`config.mk`:
```
export PLATFORM = sky130hd
export DESIGN_NAME = lsu_ctrl_flat
export DESIGN_NICKNAME = d
export VERILOG_FILES = /design/src/rtl/lsu_ctrl_if.sv /design/src/rtl/lsu_ctrl.sv /design/src/flat_wrapper.sv
export SDC_FILE = /design/constraint.sdc
export NUM_CORES = 1
export LEC_CHECK = 0
export BUFFER_PORTS_ARGS = -buffer_cell sky130_fd_sc_hd__buf_2
export CAP_MARGIN = 25
export CORE_MARGIN = 2
export CORE_UTILIZATION = 46
export CTS_CLUSTER_SIZE = 20
export DETAILED_ROUTE_END_ITERATION = 7
export PLACE_DENSITY = 0.76
export SYNTH_ARGS = -nofsm -noshare
export SYNTH_HDL_FRONTEND = slang
export SYNTH_SLANG_ARGS = --single-unit
```
`constraint.sdc`:
```
create_clock -name i_clk -period 1.6 [get_ports i_clk]
set_clock_uncertainty 0.05 [all_clocks]
set_input_delay 0 -clock i_clk [delete_from_list [all_inputs] [get_ports i_clk]]
set_output_delay 0 -clock i_clk [all_outputs]
set_load 0.02 [all_outputs]
```
`src/rtl/lsu_ctrl_if.sv`:
```
// lsu_ctrl_if: bundles the CPU request/response and memory beat signals of
// lsu_ctrl. The slave modport is the LSU's view, the master modport is the
// view of whatever drives the CPU side and models the memory.
//
// Handshakes: a CPU request transfers on a cycle where i_req_valid and
// o_req_ready are both 1. A memory beat transfers on a cycle where o_mem_req
// and i_mem_ack are both 1, with i_mem_rdata valid in that same cycle. The
// beat fields stay stable while o_mem_req is 1 and i_mem_ack is 0.
// o_rsp_valid is a one-cycle pulse with no back-pressure.
interface lsu_ctrl_if #(
    parameter int ADDR_W = 16
) ();
    logic              i_req_valid;
    logic              o_req_ready;
    logic [ADDR_W-1:0] i_addr;
    logic              i_we;
    logic [2:0]        i_funct3;
    logic [31:0]       i_wdata;
    logic              o_rsp_valid;
    logic [31:0]       o_rdata;
    logic              o_err;
    logic              o_mem_req;
    logic              o_mem_we;
    logic [ADDR_W-1:0] o_mem_addr;
    logic              i_mem_ack;
    logic [31:0]       i_mem_rdata;
    logic [3:0]        o_mem_be;
    logic [31:0]       o_mem_wdata;

    modport slave (
        input  i_req_valid, i_addr, i_we, i_funct3, i_wdata,
        input  i_mem_ack, i_mem_rdata,
        output o_req_ready, o_rsp_valid, o_rdata, o_err,
        output o_mem_req, o_mem_we, o_mem_addr, o_mem_be, o_mem_wdata
    );

    modport master (
        output i_req_valid, i_addr, i_we, i_funct3, i_wdata,
        output i_mem_ack, i_mem_rdata,
        input  o_req_ready, o_rsp_valid, o_rdata, o_err,
        input  o_mem_req, o_mem_we, o_mem_addr, o_mem_be, o_mem_wdata
    );
endinterface

```
`src/rtl/lsu_ctrl.sv`:
```
// lsu_ctrl: load/store unit controller. Accepts one CPU access at a time,
// turns it into one or two word-aligned memory beats with byte-lane enables,
// and returns extended load data with a one-cycle response pulse.
// Optional feature macro: LSU_MISALIGN_EN. When defined, accesses that cross
// a word boundary are split into two beats; when undefined they are errors.
// Accesses are legal only when every byte touched lies in 0x2000-0x3FFF.
module lsu_ctrl #(
    parameter int ADDR_W = 16
) (
    input  logic       i_clk,
    input  logic       i_rst_n,
    lsu_ctrl_if.slave  bus
);

    localparam logic [1:0] IDLE  = 2'd0;
    localparam logic [1:0] BEAT0 = 2'd1;
`ifdef LSU_MISALIGN_EN
    localparam logic [1:0] BEAT1 = 2'd2;
`endif
    localparam logic [1:0] RESP  = 2'd3;

    // Number of bytes for the size encoded in funct3[1:0].
    function automatic logic [2:0] nbytes(input logic [1:0] sz);
        case (sz)
            2'b00:   return 3'd1;
            2'b01:   return 3'd2;
            2'b10:   return 3'd4;
            default: return 3'd1;
        endcase
    endfunction

    // Size-wide lane mask shifted by the byte offset; bits [7:4] spill into
    // the following word.
    function automatic logic [7:0] lane_mask(input logic [1:0] sz,
                                             input logic [1:0] off);
        logic [7:0] m;
        case (sz)
            2'b00:   m = 8'h01;
            2'b01:   m = 8'h03;
            2'b10:   m = 8'h0F;
            default: m = 8'h01;
        endcase
        return m << off;
    endfunction

    // Error decision for an incoming access. The legal region is contiguous,
    // so checking the first and last byte covers every byte touched.
    function automatic logic access_err(input logic [ADDR_W-1:0] a,
                                        input logic              we,
                                        input logic [2:0]        f3);
        logic [ADDR_W-1:0] last;
        logic              bad_f3;
        logic              region_ok;
        logic              e;
        bad_f3    = (f3 == 3'b011) || (f3 == 3'b110) || (f3 == 3'b111) ||
                    (we && f3[2]);
        last      = a + ADDR_W'(nbytes(f3[1:0]) - 3'd1);
        region_ok = (a[15:13] == 3'b001) && (last[15:13] == 3'b001);
        e         = bad_f3 || !region_ok;
`ifndef LSU_MISALIGN_EN
        e = e || ((3'(a[1:0]) + nbytes(f3[1:0])) > 3'd4);
`endif
        return e;
    endfunction

    logic [1:0]        state_q, state_d;
    logic [ADDR_W-1:0] addr_q;
    logic              we_q;
    logic [2:0]        f3_q;
    logic [31:0]       wdata_q;
    logic              err_q;
    logic [31:0]       r0_q;
    logic              accept;
    logic [4:0]        shamt;
    logic [3:0]        be0;
    logic [31:0]       wd0;
    logic [31:0]       raw;
    logic [31:0]       ext;

    assign accept = (state_q == IDLE) && bus.i_req_valid;
    assign shamt  = {addr_q[1:0], 3'b000};

`ifdef LSU_MISALIGN_EN
    logic [31:0] r1_q;
    logic [7:0]  mask8;
    logic [3:0]  be1;
    logic        cross;
    logic [63:0] wd64;
    logic [31:0] wd1;

    assign mask8 = lane_mask(f3_q[1:0], addr_q[1:0]);
    assign be0   = mask8[3:0];
    assign be1   = mask8[7:4];
    assign cross = |be1;
    assign wd64  = {32'b0, wdata_q} << shamt;
    assign wd0   = wd64[31:0];
    assign wd1   = wd64[63:32];
    assign raw   = 32'({r1_q, r0_q} >> shamt);
`else
    assign be0   = 4'(lane_mask(f3_q[1:0], addr_q[1:0]));
    assign wd0   = wdata_q << shamt;
    assign raw   = r0_q >> shamt;
`endif

    // Load extension selected by the registered funct3.
    always_comb begin
        ext = raw;
        case (f3_q)
            3'b000:  ext = {{24{raw[7]}}, raw[7:0]};
            3'b001:  ext = {{16{raw[15]}}, raw[15:0]};
            3'b100:  ext = {24'b0, raw[7:0]};
            3'b101:  ext = {16'b0, raw[15:0]};
            default: ext = raw;
        endcase
    end

    // Next-state logic; beat states advance only on the ack cycle.
    always_comb begin
        state_d = state_q;
        case (state_q)
            IDLE: begin
                if (accept) begin
                    state_d = access_err(bus.i_addr, bus.i_we, bus.i_funct3)
                              ? RESP : BEAT0;
                end
            end
            BEAT0: begin
                if (bus.i_mem_ack) begin
`ifdef LSU_MISALIGN_EN
                    state_d = cross ? BEAT1 : RESP;
`else
                    state_d = RESP;
`endif
                end
            end
`ifdef LSU_MISALIGN_EN
            BEAT1: begin
                if (bus.i_mem_ack) state_d = RESP;
            end
`endif
            RESP:    state_d = IDLE;
            default: state_d = IDLE;
        endcase
    end

    // State and request registers; request fields load only on accept.
    always_ff @(posedge i_clk or negedge i_rst_n) begin
        if (!i_rst_n) begin
            state_q <= IDLE;
            addr_q  <= '0;
            we_q    <= 1'b0;
            f3_q    <= 3'b000;
            wdata_q <= 32'b0;
            err_q   <= 1'b0;
        end else begin
            state_q <= state_d;
            if (accept) begin
                addr_q  <= bus.i_addr;
                we_q    <= bus.i_we;
                f3_q    <= bus.i_funct3;
                wdata_q <= bus.i_wdata;
                err_q   <= access_err(bus.i_addr, bus.i_we, bus.i_funct3);
            end
        end
    end

    // Load beat capture on each ack cycle.
    always_ff @(posedge i_clk or negedge i_rst_n) begin
        if (!i_rst_n) begin
            r0_q <= 32'b0;
`ifdef LSU_MISALIGN_EN
            r1_q <= 32'b0;
`endif
        end else begin
            if ((state_q == BEAT0) && bus.i_mem_ack && !we_q) r0_q <= bus.i_mem_rdata;
`ifdef LSU_MISALIGN_EN
            if ((state_q == BEAT1) && bus.i_mem_ack && !we_q) r1_q <= bus.i_mem_rdata;
`endif
        end
    end

    // Outputs decoded from state; everything idles at zero outside a beat or response.
    always_comb begin
        bus.o_req_ready = (state_q == IDLE);
        bus.o_rsp_valid = 1'b0;
        bus.o_err       = 1'b0;
        bus.o_rdata     = 32'b0;
        bus.o_mem_req   = 1'b0;
        bus.o_mem_we    = 1'b0;
        bus.o_mem_addr  = '0;
        bus.o_mem_be    = 4'b0;
        bus.o_mem_wdata = 32'b0;
        case (state_q)
            BEAT0: begin
                bus.o_mem_req   = 1'b1;
                bus.o_mem_we    = we_q;
                bus.o_mem_addr  = {addr_q[ADDR_W-1:2], 2'b00};
                bus.o_mem_be    = be0;
                bus.o_mem_wdata = wd0;
            end
`ifdef LSU_MISALIGN_EN
            BEAT1: begin
                bus.o_mem_req   = 1'b1;
                bus.o_mem_we    = we_q;
                bus.o_mem_addr  = {addr_q[ADDR_W-1:2] + 1'b1, 2'b00};
                bus.o_mem_be    = be1;
                bus.o_mem_wdata = wd1;
            end
`endif
            RESP: begin
                bus.o_rsp_valid = 1'b1;
                bus.o_err       = err_q;
                bus.o_rdata     = (err_q || we_q) ? 32'b0 : ext;
            end
            default: ;
        endcase
    end

endmodule

```
`src/flat_wrapper.sv`:
```
// flat-port wrapper written by rule: the top's interface ports become plain ports
module lsu_ctrl_flat 
#(
    parameter int ADDR_W = 16
)
  (i_clk, i_rst_n, bus_i_req_valid, bus_i_addr, bus_i_we, bus_i_funct3, bus_i_wdata, bus_i_mem_ack, bus_i_mem_rdata, bus_o_req_ready, bus_o_rsp_valid, bus_o_rdata, bus_o_err, bus_o_mem_req, bus_o_mem_we, bus_o_mem_addr, bus_o_mem_be, bus_o_mem_wdata);
  lsu_ctrl_if #(.ADDR_W(ADDR_W)) bus_i ();
  input  logic i_clk;
  input  logic i_rst_n;
  input wire logic [$bits(bus_i.i_req_valid)-1:0] bus_i_req_valid;
  input wire logic [$bits(bus_i.i_addr)-1:0] bus_i_addr;
  input wire logic [$bits(bus_i.i_we)-1:0] bus_i_we;
  input wire logic [$bits(bus_i.i_funct3)-1:0] bus_i_funct3;
  input wire logic [$bits(bus_i.i_wdata)-1:0] bus_i_wdata;
  input wire logic [$bits(bus_i.i_mem_ack)-1:0] bus_i_mem_ack;
  input wire logic [$bits(bus_i.i_mem_rdata)-1:0] bus_i_mem_rdata;
  output wire logic [$bits(bus_i.o_req_ready)-1:0] bus_o_req_ready;
  output wire logic [$bits(bus_i.o_rsp_valid)-1:0] bus_o_rsp_valid;
  output wire logic [$bits(bus_i.o_rdata)-1:0] bus_o_rdata;
  output wire logic [$bits(bus_i.o_err)-1:0] bus_o_err;
  output wire logic [$bits(bus_i.o_mem_req)-1:0] bus_o_mem_req;
  output wire logic [$bits(bus_i.o_mem_we)-1:0] bus_o_mem_we;
  output wire logic [$bits(bus_i.o_mem_addr)-1:0] bus_o_mem_addr;
  output wire logic [$bits(bus_i.o_mem_be)-1:0] bus_o_mem_be;
  output wire logic [$bits(bus_i.o_mem_wdata)-1:0] bus_o_mem_wdata;
  assign bus_i.i_req_valid = bus_i_req_valid;
  assign bus_i.i_addr = bus_i_addr;
  assign bus_i.i_we = bus_i_we;
  assign bus_i.i_funct3 = bus_i_funct3;
  assign bus_i.i_wdata = bus_i_wdata;
  assign bus_i.i_mem_ack = bus_i_mem_ack;
  assign bus_i.i_mem_rdata = bus_i_mem_rdata;
  assign bus_o_req_ready = bus_i.o_req_ready;
  assign bus_o_rsp_valid = bus_i.o_rsp_valid;
  assign bus_o_rdata = bus_i.o_rdata;
  assign bus_o_err = bus_i.o_err;
  assign bus_o_mem_req = bus_i.o_mem_req;
  assign bus_o_mem_we = bus_i.o_mem_we;
  assign bus_o_mem_addr = bus_i.o_mem_addr;
  assign bus_o_mem_be = bus_i.o_mem_be;
  assign bus_o_mem_wdata = bus_i.o_mem_wdata;
  lsu_ctrl #(.ADDR_W(ADDR_W)) u_core (.i_clk(i_clk), .i_rst_n(i_rst_n), .bus(bus_i));
endmodule
```
==> summary.txt <==
Post-Place Worst Slack -> -620.7 ps
Flops & latches, synth -> 87
CP cell instances -> buf_4 > buf_8 > buf_12 > mux2i_4 > nor2_1 > a21oi_1 > nor2_1 > buf_4
Mux contribution to synthesized area -> 13.05%
Number of max-cap violations -> 0
Crit. path cell count -> 8
Period minus WS final -> 2149 ps
Pwr/cell area -> 1851 nW/um^2
DRC -> 0
Final setup violation count -> 86
Num rows -> 39
Htree depth -> 3
TritonRoute pass-1 iters -> 5
Setup crit start kind -> flip-flop
Area grow syn2layout -> 81.19%
Final Hold Violating Endpoints -> 0
Fin crit share -> 134.3%
Most frequent cells in the layout -> nand2_1 (179), buf_2 (95), dlygate4sd3_1 (85)
Drt initial violations -> 580
Routed Antenna Nets -> 0
Simple-gate share of the synthesized area -> 22.86%
Most common cell after layout, fill and taps aside -> nand2_1
XOR/XNOR Fraction of Synth Area -> 0.1652%
Layout cells sized above 1 -> 46.63%
Final worst slack -> -548.8 ps
Hold path cells -> 3
CTS Buffer Depth -> 2
Root buffer cell -> clkbuf_16
Via-to-Cell Ratio -> 5.878
Worst vdd ir -> 1224 uV
# clock sinks -> 87
Yosys cell types -> 40
Slew HR -> 66.87%
Avg Inst Size Synth -> 8.594 sq um
Power, Total -> 17.79 mW
Antenna violations before repair -> 0
Largest net degree at the start of global routing -> 41
Crit-path slowest cell -> dfrtp_2
Detailed-route via count -> 6336
Wire length per cell -> 21.52 um
Final design utilization -> 84.87%
IO Port Bufs -> 174
Final nets -> 1041
Max Slew Vio Count -> 0
Hold Path Class -> in -> reg
Ports -> 177
Placer Congestion -> 0.9147
CP required -> 1550 ps
Worst slew pin tran -> 492.4 ps
Mapped Area -> 5303 sq um
Worst-path clk slew -> 70 ps
Critical path fanouts, max -> 8
Complex-gate fraction of the synthesized area -> 13.10%
First-pass GRT wire length -> 31900 um
ANT cells -> 0
Sequential area share after synthesis -> 41.06%
EDFF count, synth -> 0
Achievable Freq -> 465.4 MHz
CP peak stage delay -> 450 ps
Die width -> 111.4 um
Crit. End Element -> output port
Leak -> 4.499 nW
WP buf/inv -> 4
Largest family of logic cells by synthesized area -> simple AND/OR/NAND/NOR gates
Worst EP arrival -> 2100 ps
Syn. warnings -> 0
Status -> complete, but fails checks
GRT Total Usage -> 32.07%
Adder-cell share of the synthesized area -> 5.569%
Vias in the first global route -> 6226
Most used DFF post-synth -> dfrtp_1
Synth Instances -> 617
TritonCTS clock tree -> yes
DRT Wirelength -> 23200 um
Post-synthesis async set-or-reset flop share -> 100.0%
Die Ht -> 111.4 um
CORE AREA -> 11320 sq um
Initial Util -> 46.84%
Clock Latency Late Sink -> 340 ps
CTS Buf Count -> 9
Post-DP HPWL -> 11300 um
Top delay family on crit path -> buffers and inverters
RSZ-0062 raised after global routing -> yes
Full die area -> 12400 sq um
Kind of critical path -> reg -> out
R2R depth -> 7
Hold WS -> 67.84 ps
Failing checks -> negative setup slack
Total gr overflow -> 0
[layer usage]
layer	share of wire, %	vias up	GRT usage, %
met2	49	458	55.93
met5	0	-	0
met1	36	3042	38.32
met3	7.9	146	5.553
li1	-	2690	-
met4	7.0	0	15.97
[repair_timing]
item / 4_1_cts / 5_1_grt
endpoints found under the setup margin: 102 / 117
hold endpoints to repair: 155 / 0
pin swaps: 27 / 26
gates cloned: 7 / 4
setup buffers: 13 / 5
gates resized for setup: 211 / 120
hold buffers: 85 / 0
[path summary, 6_finish.rpt]
path / from / end / slack (ps)
max in group asynchronous: i_rst_n / u_core.addr_q[14] / 750
setup / recovery: u_core.addr_q[1] / bus_o_mem_wdata[20] / -550
setup reg to reg: u_core.state_q[1] / u_core.r0_q[1] / -30
hold / removal: bus_i_addr[13] / u_core.addr_q[13] / 70
min in group asynchronous: i_rst_n / u_core.r0_q[31] / 120
hold reg to reg: u_core.addr_q[7] / u_core.addr_q[7] / 420
[stage by stage]
stage | TNS [ps] | area [sq um] | std cells
finish | -23730 | 9608 | 1078
detailed placement | -4393 | 6938 | 951
global placement | -2236 | 6938 | 951
floorplan | -2648 | 5673 | 629
global route | -28130 | 9608 | 1078
CTS | -21470 | 9091 | 1072
[state kept, by name, indices dropped and copies added (netlist names)]
register,count
u_core.r0_q,32
u_core.wdata_q,32
u_core.addr_q,16
u_core.f3_q,3
u_core.state_q,2
u_core.err_q,1
u_core.we_q,1
[layout make-up]
cell class	count	area (sq um)
clock buffer	11	242.7
fill	533	1713
tap	143	178.9
inverter	11	61.31
clock inverter	5	42.54
sequential	87	2181
timing repair buffer	330	3007
multi-input combinational	491	3895
[cell usage after synthesis (all sizes together) (2+ instances only)]
| master | number | area share, % |
|---|---|---|
| a21oi | 37 | 3.8 |
| nor2 | 44 | 3.1 |
| mux2 | 33 | 7.0 |
| inv | 11 | 0.78 |
| nand2 | 182 | 13 |
| clkbuf | 26 | 1.8 |
| o31ai | 2 | 0.28 |
| mux2i | 32 | 6.0 |
| nand4 | 2 | 0.24 |
| and3 | 2 | 0.24 |
| o21a | 8 | 1.1 |
| dfrtp | 87 | 41 |
| and2 | 26 | 3.1 |
| nor2b | 16 | 1.9 |
| a21o | 3 | 0.47 |
| o21ai | 18 | 1.8 |
| a211oi | 32 | 4.6 |
| nor4 | 2 | 0.24 |
| nand3 | 4 | 0.38 |
| nand2b | 3 | 0.35 |
| ha | 22 | 5.2 |
| buf | 15 | 1.5 |
[cell families after synthesis]
| logic type | Yosys count |
|---|---|
| AND/OR/NAND/NOR | 284 |
| AO/OA/AOI/OAI | 104 |
| flip-flops | 87 |
| multiplexers | 65 |
| buffers and inverters | 52 |
| adder cells (fa/ha/maj) | 23 |
| other | 1 |
| XOR/XNOR | 1 |
[worst register-to-register path, stage by stage, from the launching register on]
cell and delay (ps):
dfrtp_1 390, nand2b_4 170, inv_6 80, nand2_4 60
nor2_4 160, buf_6 160, buf_12 150, mux2_4 320
[power by group]
group	switching (mW)	leakage (nW)	internal, mW
sequential	1.24	1.06	3.28
combinational	6.01	3.30	5.19
clock	0.945	0.142	1.11
total	8.20	4.50	9.58
(Power assumes the default switching activity.)
